## src/rtl/i2c_cmd_queue.sv

```systemverilog
// Show-ahead synchronous FIFO used for both the command and response queues.
// Latency: a pushed entry is visible at head_dat on the cycle after the push edge.
// Backpressure: push while full and pop while empty are ignored; clr empties in one cycle.
module i2c_cmd_queue_fifo #(
    parameter int W          = 32,
    parameter int DEPTH_LOG2 = 4
) (
    input  logic                  hclk,
    input  logic                  hresetn,
    input  logic                  clr,
    input  logic                  push,
    input  logic [W-1:0]          push_dat,
    input  logic                  pop,
    output logic [W-1:0]          head_dat,
    output logic                  full,
    output logic                  empty,
    output logic [DEPTH_LOG2:0]   level
);
    localparam int DEPTH = 1 << DEPTH_LOG2;
    localparam logic [DEPTH_LOG2:0] FULL_LVL = {1'b1, {DEPTH_LOG2{1'b0}}};

    logic [W-1:0]            mem [DEPTH];
    logic [DEPTH_LOG2-1:0]   wr_ptr;
    logic [DEPTH_LOG2-1:0]   rd_ptr;
    logic                    do_push;
    logic                    do_pop;

    assign full     = (level == FULL_LVL);
    assign empty    = (level == '0);
    assign do_push  = push & ~full;
    assign do_pop   = pop & ~empty;
    assign head_dat = mem[rd_ptr];

    // Storage array; no reset needed because level gates every read.
    always_ff @(posedge hclk) begin
        if (do_push) begin
            mem[wr_ptr] <= push_dat;
        end
    end

    // Pointer and occupancy bookkeeping.
    always_ff @(posedge hclk or negedge hresetn) begin
        if (!hresetn) begin
            wr_ptr <= '0;
            rd_ptr <= '0;
            level  <= '0;
        end else if (clr) begin
            wr_ptr <= '0;
            rd_ptr <= '0;
            level  <= '0;
        end else begin
            if (do_push) begin
                wr_ptr <= wr_ptr + 1'b1;
            end
            if (do_pop) begin
                rd_ptr <= rd_ptr + 1'b1;
            end
            case ({do_push, do_pop})
                2'b10:   level <= level + 1'b1;
                2'b01:   level <= level - 1'b1;
                default: level <= level;
            endcase
        end
    end
endmodule

// Queues host I2C transactions, issues them one at a time to the master, collects read data.
// Latency: 1 IDLE cycle + 1 ISSUE cycle from a queued head to m_valid; responses show-ahead next cycle.
// Backpressure: cmd_full drops extra pushes; reads hold in IDLE until a response slot is guaranteed.
module i2c_cmd_queue #(
    parameter int CMD_DEPTH_LOG2 = 4,
    parameter int RSP_DEPTH_LOG2 = 4,
    parameter int TIMEOUT_CYC    = 65535
) (
    input  logic                      hclk,
    input  logic                      hresetn,
    input  logic                      soft_clear,
    input  logic                      cmd_push,
    input  logic                      cmd_rw,
    input  logic [31:0]               cmd_addr,
    input  logic [31:0]               cmd_wdata,
    output logic                      cmd_full,
    output logic [CMD_DEPTH_LOG2:0]   cmd_level,
    input  logic                      rsp_pop,
    output logic [31:0]               rsp_data,
    output logic                      rsp_empty,
    output logic [RSP_DEPTH_LOG2:0]   rsp_level,
    output logic                      m_rw,
    output logic [31:0]               m_addr,
    output logic [31:0]               m_wr_data,
    output logic                      m_valid,
    input  logic                      m_stall,
    input  logic [31:0]               m_rd_data,
    input  logic                      m_rd_valid,
    output logic                      busy,
    output logic                      err_timeout,
    output logic [15:0]               txn_done_cnt
);
    typedef struct packed {
        logic        rw;
        logic [31:0] addr;
        logic [31:0] wdata;
    } cmd_t;

    typedef enum logic [1:0] {
        IDLE      = 2'd0,
        ISSUE     = 2'd1,
        WAIT_BUSY = 2'd2,
        WAIT_DONE = 2'd3
    } state_t;

    localparam int RSP_DEPTH = 1 << RSP_DEPTH_LOG2;
    localparam logic [RSP_DEPTH_LOG2+1:0] RSP_CAP = (RSP_DEPTH_LOG2+2)'(RSP_DEPTH);
    localparam logic [19:0] WDOG_LAST = 20'(TIMEOUT_CYC - 1);

    state_t  state;
    state_t  state_nxt;
    cmd_t    cmd_in;
    cmd_t    cmd_head;
    logic    cmd_empty;
    logic    cmd_pop;
    logic    rsp_full;
    logic    rsp_push;
    logic    rd_inflight;
    logic    read_room;
    logic    timeout_hit;
    logic    txn_done;
    logic    in_wait;
    logic [19:0] wdog;
    logic [RSP_DEPTH_LOG2+1:0] rsp_commit;

    assign cmd_in = '{rw: cmd_rw, addr: cmd_addr, wdata: cmd_wdata};

    i2c_cmd_queue_fifo #(
        .W          ($bits(cmd_t)),
        .DEPTH_LOG2 (CMD_DEPTH_LOG2)
    ) u_cmd_fifo (
        .hclk     (hclk),
        .hresetn  (hresetn),
        .clr      (soft_clear),
        .push     (cmd_push),
        .push_dat (cmd_in),
        .pop      (cmd_pop),
        .head_dat (cmd_head),
        .full     (cmd_full),
        .empty    (cmd_empty),
        .level    (cmd_level)
    );

    // Late read data after a timeout is still accepted whenever a slot is free.
    assign rsp_push = m_rd_valid & ~rsp_full;

    i2c_cmd_queue_fifo #(
        .W          (32),
        .DEPTH_LOG2 (RSP_DEPTH_LOG2)
    ) u_rsp_fifo (
        .hclk     (hclk),
        .hresetn  (hresetn),
        .clr      (soft_clear),
        .push     (rsp_push),
        .push_dat (m_rd_data),
        .pop      (rsp_pop),
        .head_dat (rsp_data),
        .full     (rsp_full),
        .empty    (rsp_empty),
        .level    (rsp_level)
    );

    // A read may only issue if its response (plus any still-outstanding read) is guaranteed a slot.
    assign rsp_commit = {1'b0, rsp_level} + (RSP_DEPTH_LOG2+2)'(rd_inflight);
    assign read_room  = (rsp_commit < RSP_CAP);
    assign in_wait    = (state == WAIT_BUSY) || (state == WAIT_DONE);
    assign busy       = (state != IDLE) || ~cmd_empty;

    // Next-state: issue guard, accept, stall handshake and watchdog abort.
    always_comb begin
        state_nxt   = state;
        cmd_pop     = 1'b0;
        timeout_hit = 1'b0;
        txn_done    = 1'b0;
        case (state)
            IDLE: begin
                if (!cmd_empty && !m_stall && (cmd_head.rw || read_room)) begin
                    state_nxt = ISSUE;
                    cmd_pop   = 1'b1;
                end
            end
            ISSUE: begin
                if (!m_stall) begin
                    state_nxt = WAIT_BUSY;
                end
            end
            WAIT_BUSY: begin
                // Stall rising completes nothing, so the watchdog wins here.
                if (wdog >= WDOG_LAST) begin
                    state_nxt   = IDLE;
                    timeout_hit = 1'b1;
                end else if (m_stall) begin
                    state_nxt = WAIT_DONE;
                end
            end
            WAIT_DONE: begin
                // A completion on the watchdog's last cycle still counts as done.
                if (!m_stall) begin
                    state_nxt = IDLE;
                    txn_done  = 1'b1;
                end else if (wdog >= WDOG_LAST) begin
                    state_nxt   = IDLE;
                    timeout_hit = 1'b1;
                end
            end
            default: state_nxt = IDLE;
        endcase
    end

    // State, master-side registers, watchdog and status counters.
    always_ff @(posedge hclk or negedge hresetn) begin
        if (!hresetn) begin
            state        <= IDLE;
            m_valid      <= 1'b0;
            m_rw         <= 1'b0;
            m_addr       <= '0;
            m_wr_data    <= '0;
            err_timeout  <= 1'b0;
            txn_done_cnt <= '0;
            wdog         <= '0;
            rd_inflight  <= 1'b0;
        end else if (soft_clear) begin
            state        <= IDLE;
            m_valid      <= 1'b0;
            m_rw         <= 1'b0;
            m_addr       <= '0;
            m_wr_data    <= '0;
            err_timeout  <= 1'b0;
            txn_done_cnt <= '0;
            wdog         <= '0;
            rd_inflight  <= 1'b0;
        end else begin
            state   <= state_nxt;
            m_valid <= (state_nxt == ISSUE);
            if (cmd_pop) begin
                m_rw      <= cmd_head.rw;
                m_addr    <= cmd_head.addr;
                m_wr_data <= cmd_head.wdata;
            end
            if (timeout_hit) begin
                err_timeout <= 1'b1;
            end
            if (txn_done) begin
                txn_done_cnt <= txn_done_cnt + 1'b1;
            end
            if (in_wait && (state_nxt == WAIT_BUSY || state_nxt == WAIT_DONE)) begin
                wdog <= wdog + 1'b1;
            end else begin
                wdog <= '0;
            end
            // A timed-out read keeps its slot reserved until its late data shows up.
            if (state == ISSUE && state_nxt == WAIT_BUSY && !m_rw) begin
                rd_inflight <= 1'b1;
            end
            if (m_rd_valid || txn_done) begin
                rd_inflight <= 1'b0;
            end
        end
    end
endmodule

```

## config.mk

```make
export PLATFORM = sky130hd
export DESIGN_NAME = i2c_cmd_queue
export DESIGN_NICKNAME = d
export VERILOG_FILES = /design/src/rtl/i2c_cmd_queue.sv
export SDC_FILE = /design/constraint.sdc
export NUM_CORES = 1
export LEC_CHECK = 0
export ABC_AREA = 0
export BUFFER_PORTS_ARGS = -buffer_cell sky130_fd_sc_hd__buf_2
export CAP_MARGIN = 20
export CORE_ASPECT_RATIO = 1.2
export CORE_MARGIN = 2
export CORE_UTILIZATION = 45
export CTS_BUF_LIST = sky130_fd_sc_hd__clkbuf_16
export DETAILED_ROUTE_END_ITERATION = 8
export PLACE_DENSITY = 0.69
export SYNTH_ARGS = -nofsm -noshare
export SYNTH_HDL_FRONTEND = slang
export SYNTH_SLANG_ARGS = --single-unit
```

## constraint.sdc

```tcl
create_clock -name hclk -period 5.2 [get_ports hclk]
set_input_delay 0.26 -clock hclk [delete_from_list [all_inputs] [get_ports hclk]]
set_output_delay 0.26 -clock hclk [all_outputs]
set_load 0.02 [all_outputs]
```

==> insert_results.sql, run 1 <==
INSERT INTO impl_metrics (metric_group, metric, value, unit) VALUES
('global_route', 'grt_first_pass_wirelength', '210000', 'microns'),
('detailed_routing', 'drt_pre_antenna_iters', '5', ''),
('yosys', 'share_of_flip_flops_with_an_asynchronous_set_or_reset', '7.84', '%'),
('sta', 'fmax', '248', 'MHz'),
('yosys', 'synth_seq_area_share', '77.8', '%'),
('clock_network', 'cts_inserted_buffers', '163', ''),
('yosys', 'synth_ff_type', 'sky130_fd_sc_hd__edfxtp_1', ''),
('clock_network', 'post_cts.resized_instances', '0', ''),
('sta', 'timing.hold.ws', '0.0540', 'ns'),
('yosys', 'synth_edf_count', '1552', ''),
('layout', 'postLayoutCellArea', '74000', 'sq um'),
('critical_path', 'critical_path.top_delay_family', 'compound AO/OA/AOI/OAI gates', ''),
('place', 'place_inst', '4735', ''),
('floorplanning', 'die_y', '418', 'microns'),
('global_route', 'grt_remaining_overflow', '0', ''),
('sta', 'min_cycle_time_layout', '4.04', 'ns'),
('pwr', 'power.density_cell_area', '451', 'nW/um^2'),
('detailed_routing', 'route.vias.total', '29800', ''),
('critical_path', 'critPathLaunchType', 'flop', ''),
('pwr', 'peakVddDrop', '0.391', 'mV'),
('clock_network', 'cts.hold.buffers_added', '104', ''),
('sta', 'timing.final.crit_share', '77.6', '%'),
('clock_network', 'cts_tree', 'yes', ''),
('clock_network', 'clkSlewWorstSetupHoldPaths', '0.06', 'ns'),
('yosys', 'synthesis.area_per_instance', '23.5', 'sq um'),
('critical_path', 'worst_path_max_delay_cell', 'sky130_fd_sc_hd__dfrtp_4', ''),
('yosys', 'syn_inst_count', '2729', ''),
('critical_path', 'path_cells', 'mux2_1 > a222oi_1 > a22oi_2 > o211ai_2 > inv_2 > ha_1 > nor2b_1 > o21a_1 > nor2_1 > a2111oi_0 > nor4_1 > nand4_1', ''),
('layout', 'multi_input_area', '13800', 'sq um'),
('detailed_routing', 'detailedRoute.firstIterationViolations', '3023', ''),
('yosys', 'post_synth_instance_area', '64200', 'sq um'),
('layout', 'area_growth', '15.3', '%'),
('yosys', 'synthDistinctLibCells', '57', ''),
('place', 'port_buffers', '231', ''),
('yosys', 'synth-seq-cells', '1684', ''),
('clock_network', 'clock_tree.buffer_depth', '3', ''),
('layout', 'postLayoutCoreUtil', '52.3', '%'),
('clock_network', 'tritoncts_num_sinks', '1684', ''),
('clock_network', 'post_cts_buffers', '0', ''),
('place', 'dpl_cell_area', '67800', 'sq um'),
('detailed_routing', 'drc', '0', ''),
('global_route', 'antenna_found_initial', '15', ''),
('sta', 'maxSlewViolCount', '0', ''),
('critical_path', 'timing.critical_path.buf_inv', '1', ''),
('detailed_routing', 'totalWireLength', '144000', 'microns'),
('status', 'status', 'finished, final reports clean', ''),
('critical_path', 'cp_data_required_time', '5.83', 'ns'),
('critical_path', 'worstSetupEndpointType', 'flop', ''),
('detailed_routing', 'ant_nets', '0', ''),
('floorplanning', 'start_util', '45.4', '%'),
('floorplanning', 'std_cell_rows', '151', ''),
('layout', 'regArea', '49900', 'sq um'),
('critical_path', 'cpPeakStageDelay', '0.79', 'ns'),
('clock_network', 'cts_htree_levels', '4', ''),
('floorplanning', 'die_width', '349', 'microns'),
('layout', 'fillCellCount', '10700', ''),
('critical_path', 'timing.critical_path.fanout_max', '31', ''),
('pwr', 'total_leakage_power', '23.9', 'nW'),
('floorplanning', 'design.die.area', '146000', 'sq um'),
('place', 'routabilityCongestion', '0.777', ''),
('global_route', 'grt_pass1_vias', '31000', ''),
('sta', 'final.setup.tns', '0', 'ns'),
('sta', 'final.setup_skew', '0.0718', 'ns'),
('layout', 'fin_cells', '5139', ''),
('sta', 'slew_headroom', '25.2', '%'),
('sta', 'worst-slew-pin-transition', '1.12', 'ns'),
('sta', 'grt_setup_unrepaired', 'false', ''),
('clock_network', 'root_buffer', 'sky130_fd_sc_hd__clkbuf_16', ''),
('layout', 'fin_nets', '3293', ''),
('clock_network', 'clk_latency', '0.83', 'ns'),
('place', 'dp.final_hpwl', '77700', 'microns');
-- synth_stat cells, drive strengths merged, types with 2 or more instances --
library cell	count	area share, %
o2111ai	2	0.027
nor2	85	0.50
buf	57	0.48
mux2	7	0.13
nor3	14	0.11
xor2	23	0.31
a22o	65	0.89
a222oi	2	0.031
and2	9	0.088
fa	2	0.062
dfrtp	132	5.1
nand3	16	0.12
mux2i	5	0.078
or3	5	0.049
nor2b	7	0.068
o211ai	4	0.055
nand2	31	0.18
mux4	480	17
inv	14	0.082
nor4	5	0.049
nand2b	6	0.059
and3	9	0.088
o21a	4	0.047
a31oi	3	0.029
edfxtp	1552	73
nand4	10	0.097
a21oi	18	0.14
o21ai	12	0.11
a21o	3	0.035
clkbuf	83	0.49
a2111oi	2	0.027
xnor2	21	0.29
and4	6	0.082
or4	4	0.047
ha	19	0.37
-- worst register-to-register path, delay by kind of cell (launching register included) --
family / cells / cell delay, ns
AOI/OAI and AO/OA: 5 / 1.45
adders and majority gates: 1 / 0.34
buffers and inverters: 1 / 0.13
DFF: 1 / 0.79
muxes: 1 / 0.39
and+or+nand+nor: 4 / 0.79
-- cells by family after synthesis --
kind of cell | after synthesis | share of synthesized area (%)
buf+inv | 154 | 1.04
simple gates | 210 | 1.58
fa+ha+maj | 21 | 0.433
mux | 492 | 17.1
compound gates | 123 | 1.51
other cells | 1 | 0.00584
flops | 1684 | 77.8
xor+xnor | 44 | 0.601
-- area by class of cell --
type | instances | share of cell area [%]
flip-flops and latches | 1684 | 67.5
multi-input cells | 893 | 18.6
clock buffers | 163 | 5.51
repair buffers | 412 | 3.83
well taps | 1836 | 3.11
clock inverters | 132 | 1.34
inverters | 14 | 0.0710
diodes | 5 | 0.0169
-- per-layer routing --
metal	global-route usage (%)	part of all wire, %	up-vias
met2	34.1	52	1122
met4	5.41	2.3	16
li1	-	-	12500
met5	0	0.072	-
met1	26.0	39	15900
met3	3.85	6.8	252
-- where the power goes --
group          switching (mW)  internal (mW)
Clock                    5.12           6.03
Sequential              0.512           15.4
Combinational            3.25           3.00
Total                    8.87           24.5
-- state kept, by name, summed over array words and instances (netlist names), 2 cells and up --
signal	count
state	2
u_cmd_fifo.rd_ptr	4
u_cmd_fifo.level	5
u_rsp_fifo.mem	512
m_addr	32
wdog	20
txn_done_cnt	16
u_cmd_fifo.wr_ptr	4
u_rsp_fifo.rd_ptr	4
u_rsp_fifo.wr_ptr	4
u_cmd_fifo.mem	1040
u_rsp_fifo.level	5
m_wr_data	32
-- placed cells by master, fill, tap and decap left out, types with 6 or more instances in the layout --
cell	instances
sky130_fd_sc_hd__xor2_1	23
sky130_fd_sc_hd__dfrtp_1	124
sky130_fd_sc_hd__clkinv_2	23
sky130_fd_sc_hd__nor2b_1	7
sky130_fd_sc_hd__clkinv_16	7
sky130_fd_sc_hd__nand3_1	16
sky130_fd_sc_hd__nor2_4	13
sky130_fd_sc_hd__dlygate4sd3_1	104
sky130_fd_sc_hd__o21ai_0	9
sky130_fd_sc_hd__nor2_1	72
sky130_fd_sc_hd__a22o_1	65
sky130_fd_sc_hd__and2_4	8
sky130_fd_sc_hd__clkbuf_16	163
sky130_fd_sc_hd__mux4_2	480
sky130_fd_sc_hd__nand4_1	10
sky130_fd_sc_hd__clkinv_1	29
sky130_fd_sc_hd__a21oi_1	18
sky130_fd_sc_hd__ha_1	19
sky130_fd_sc_hd__edfxtp_1	1552
sky130_fd_sc_hd__buf_2	230
sky130_fd_sc_hd__xnor2_1	21
sky130_fd_sc_hd__nand2b_1	6
sky130_fd_sc_hd__inv_16	6
sky130_fd_sc_hd__inv_1	66
sky130_fd_sc_hd__nand2_1	31
sky130_fd_sc_hd__dfrtp_4	6
sky130_fd_sc_hd__nor3_1	10
sky130_fd_sc_hd__buf_4	73
-- path summary, 6_finish.rpt --
| kind | end | slack [ns] | cells past startpoint | startpoint |
|---|---|---|---|---|
| max | u_cmd_fifo.level[4] | 1.16 | 12 | u_cmd_fifo.rd_ptr[0] |
| min | m_addr[19] | 0.05 | 2 | hresetn |
| max reg2reg | u_cmd_fifo.level[4] | 1.16 | 12 | u_cmd_fifo.rd_ptr[0] |
| min reg2reg | m_wr_data[15] | 0.50 | 1 | m_wr_data[15] |
| max in group asynchronous | u_rsp_fifo.rd_ptr[1] | 3.85 | 3 | hresetn |
| min in group hclk | m_valid | 0.35 | 4 | m_stall |
-- per-stage QoR --
step / power [mW] / setup slack (ns)
6_report: 33.3 / 1.16
5_1_grt: 34.6 / 0.789
3_5_place_dp: 22.5 / 1.17
3_3_place_gp: 22.4 / 1.24
2_1_floorplan: 20.6 / 1.23
4_1_cts: 33.7 / 1.14
Power figures use the tool's default switching activity.
==> run 2: changes to the inputs <==
Clock period 5.2 ns to 4 ns, I/O delays scaled along.
==> run 2 against run 1 <==
Critical path depth is the same. Non-clock buffer count grew 7. First-iteration DRC count shrank 4.5%. Clock skew shrank 0.051 ns. Sequential share of layout area shrank 0.51 points. Sequential cell count is the same. Fmax grew 11%. Largest cell class unchanged. Highest routed layer unchanged.
==> insert_results.sql, run 2 (same netlist as run 1, synthesis figures left out) <==
INSERT INTO impl_metrics (metric_group, metric, value, unit) VALUES
('detailed_routing', 'routed_via_density', '5.82', ''),
('critical_path', 'criticalPathCategory', 'flop to flop', ''),
('clock_network', 'tritoncts_num_sinks', '1684', ''),
('global_route', 'antenna_found_initial', '15', ''),
('pwr', 'peakVddDrop', '0.523', 'mV'),
('status', 'status', 'finished, final reports clean', ''),
('pwr', 'total_leakage_power', '24.1', 'nW'),
('layout', 'most_common_library_cell_in_the_layout_ignoring_fill_and_taps', 'sky130_fd_sc_hd__edfxtp_1', ''),
('critical_path', 'cp_data_required_time', '4.64', 'ns'),
('layout', 'fillCellCount', '10700', ''),
('detailed_routing', 'wirelength_met1', '55700', 'microns'),
('place', 'dp.final_hpwl', '75600', 'microns'),
('global_route', 'largest_net_degree_at_the_start_of_global_routing', '143', ''),
('floorplanning', 'die_y', '418', 'microns'),
('place', 'port_buffers', '231', ''),
('sta', 'timing.final.crit_share', '91.3', '%'),
('layout', 'number_of_flip_flops_in_the_largest_register', '1040', ''),
('detailed_routing', 'ant_nets', '0', ''),
('clock_network', 'cts_htree_levels', '4', ''),
('detailed_routing', 'wl_met2', '74400', 'microns'),
('floorplanning', 'std_cell_rows', '151', ''),
('clock_network', 'post_cts_buffers', '0', ''),
('clock_network', 'root_buffer', 'sky130_fd_sc_hd__clkbuf_16', ''),
('floorplanning', 'design.die.area', '146000', 'sq um'),
('detailed_routing', 'detailedRoute.firstIterationViolations', '2886', ''),
('layout', 'largest_register', 'u_cmd_fifo.mem', ''),
('clock_network', 'clk_latency', '0.79', 'ns'),
('worst_hold_path', 'min-delay-path-class', 'primary input to async pin', ''),
('sta', 'min_cycle_time_layout', '3.65', 'ns'),
('critical_path', 'ff2ff_path_depth', '12', ''),
('clock_network', 'cts_inserted_buffers', '162', ''),
('layout', 'reg.largest.list', 'u_cmd_fifo.mem (1040), u_rsp_fifo.mem (512)', ''),
('sta', 'fmax', '274', 'MHz'),
('clock_network', 'post_cts.resized_instances', '0', ''),
('critical_path', 'path_cells', 'mux2_2 > a222oi_1 > a22oi_2 > o211ai_2 > inv_2 > ha_1 > nor2b_1 > o21a_1 > nor2_1 > a2111oi_0 > nor4_1 > nand4_1', ''),
('clock_network', 'cts_tree', 'yes', ''),
('sta', 'timing.final.hold_violations', '0', ''),
('global_route', 'grt_remaining_overflow', '0', ''),
('detailed_routing', 'highest_layer', 'met5', ''),
('floorplanning', 'top_level_ports', '232', ''),
('global_route', 'grt_pass1_vias', '31100', ''),
('detailed_routing', 'post_detailed_route_wirelength_per_cell', '27.9', 'microns'),
('job', 'cap_viol_max_count', '0', ''),
('pwr', 'power.density_cell_area', '593', 'nW/um^2'),
('sta', 'maxSlewViolCount', '0', ''),
('place', 'routabilityCongestion', '0.755', ''),
('global_route', 'grt_first_pass_wirelength', '209000', 'microns'),
('sta', 'setup_viol_count_final', '0', ''),
('detailed_routing', 'drt_pre_antenna_iters', '7', ''),
('critical_path', 'worst_path_max_delay_cell', 'sky130_fd_sc_hd__dfrtp_4', ''),
('sta', 'final.setup.tns', '0', 'ns'),
('clock_network', 'clock_tree.buffer_depth', '3', ''),
('sta', 'slew_headroom', '35.5', '%'),
('global_route', 'gr-usage-all-layers', '19.8', '%'),
('layout', 'layout_common_cells', 'sky130_fd_sc_hd__edfxtp_1 (1552), sky130_fd_sc_hd__mux4_2 (480), sky130_fd_sc_hd__buf_2 (230), sky130_fd_sc_hd__clkbuf_16 (164), sky130_fd_sc_hd__dfrtp_1 (124)', ''),
('sta', 'worst-slew-pin-transition', '0.968', 'ns'),
('floorplanning', 'core_area', '141000', 'sq um'),
('critical_path', 'critPathLaunchType', 'flop', ''),
('layout', 'fraction_of_layout_cells_with_a_size_suffix_above_1', '32.5', '%'),
('pwr', 'power.total', '44.2', 'mW'),
('sta', 'final.setup_skew', '0.0212', 'ns'),
('critical_path', 'crit_arrival', '4.29', 'ns'),
('detailed_routing', 'drc', '0', ''),
('critical_path', 'cpPeakStageDelay', '0.52', 'ns'),
('floorplanning', 'start_util', '45.4', '%'),
('detailed_routing', 'totalWireLength', '143000', 'microns'),
('sta', 'grt_setup_unrepaired', 'false', ''),
('critical_path', 'timing.critical_path.fanout_max', '11', ''),
('clock_network', 'clkSlewWorstSetupHoldPaths', '0.06', 'ns'),
('layout', 'area_growth', '16.2', '%'),
('detailed_routing', 'detailroute.wirelength.met3', '10200', 'microns'),
('detailed_routing', 'route.vias.total', '29900', ''),
('critical_path', 'worstSetupEndpointType', 'flop', ''),
('layout', 'fin_nets', '3299', ''),
('floorplanning', 'die_width', '349', 'microns');
==> run 2: per-stage QoR <==
stage	instances	worst slack [ns]	utilization [%]	area, sq um	hold slack, ns
final	5144	0.350	52.7	74500	0.0550
after CTS	5142	0.379	52.7	74500	0.00325
after detailed placement	4742	0.433	48.2	68200	0.321
after global placement	4742	0.470	48.2	68200	0.306
after floorplan	2731	0.0266	-	64200	-0.0956
after global routing	5143	0.121	52.7	74500	0.0561
==> run 2: metal layers <==
metal | up-vias | GRT usage [%]
li1 | 12500 | -
met1 | 16100 | 25.4
met2 | 1040 | 34.0
met3 | 235 | 4.54
met4 | 26 | 5.14
met5 | - | 0
==> run 2: layout make-up <==
class                   count  area (sq um)  share of cell area (%)
inverters                  14          52.6                  0.0705
multi-input cells         893         13800                    18.5
repair buffers            419          3160                    4.24
well taps                1836          2300                    3.08
diodes                      2          5.00                 0.00672
clock buffers             164          4100                    5.51
clock inverters           132          1210                    1.63
flip-flops and latches   1684         49900                    67.0
==> run 2: power by group <==
part / total, mW / internal, mW / switching [mW] / leakage, nW
logic: 8.41 / 3.99 / 4.42 / 5.57
clock network: 15.2 / 8.61 / 6.60 / 2.69
registers: 20.6 / 20.1 / 0.507 / 15.8
==> run 2: final timing paths <==
path | slack (ns) | end | start
setup / recovery | 0.35 | u_cmd_fifo.level[4] | u_cmd_fifo.rd_ptr[1]
hold / removal | 0.05 | m_wr_data[1] | hresetn
setup reg to reg | 0.35 | u_cmd_fifo.level[4] | u_cmd_fifo.rd_ptr[1]
hold reg to reg | 0.50 | m_wr_data[13] | m_wr_data[13]
max in group asynchronous | 3.11 | u_cmd_fifo.rd_ptr[0] | hresetn
min in group hclk | 0.32 | m_valid | m_stall
==> run 2: worst max-delay path: cells and delay by family (launching register included) <==
kind / cells / cell delay, ns
muxes: 1 / 0.36
and+or+nand+nor: 4 / 0.81
DFF: 1 / 0.52
buffers and inverters: 1 / 0.14
AOI/OAI and AO/OA: 5 / 1.36
adders and majority gates: 1 / 0.34
==> run 2: timing repair <==
action	in CTS	in global routing
hold buffers	104	0
setup endpoints to repair	0	0
endpoints found under the hold margin	1631	0
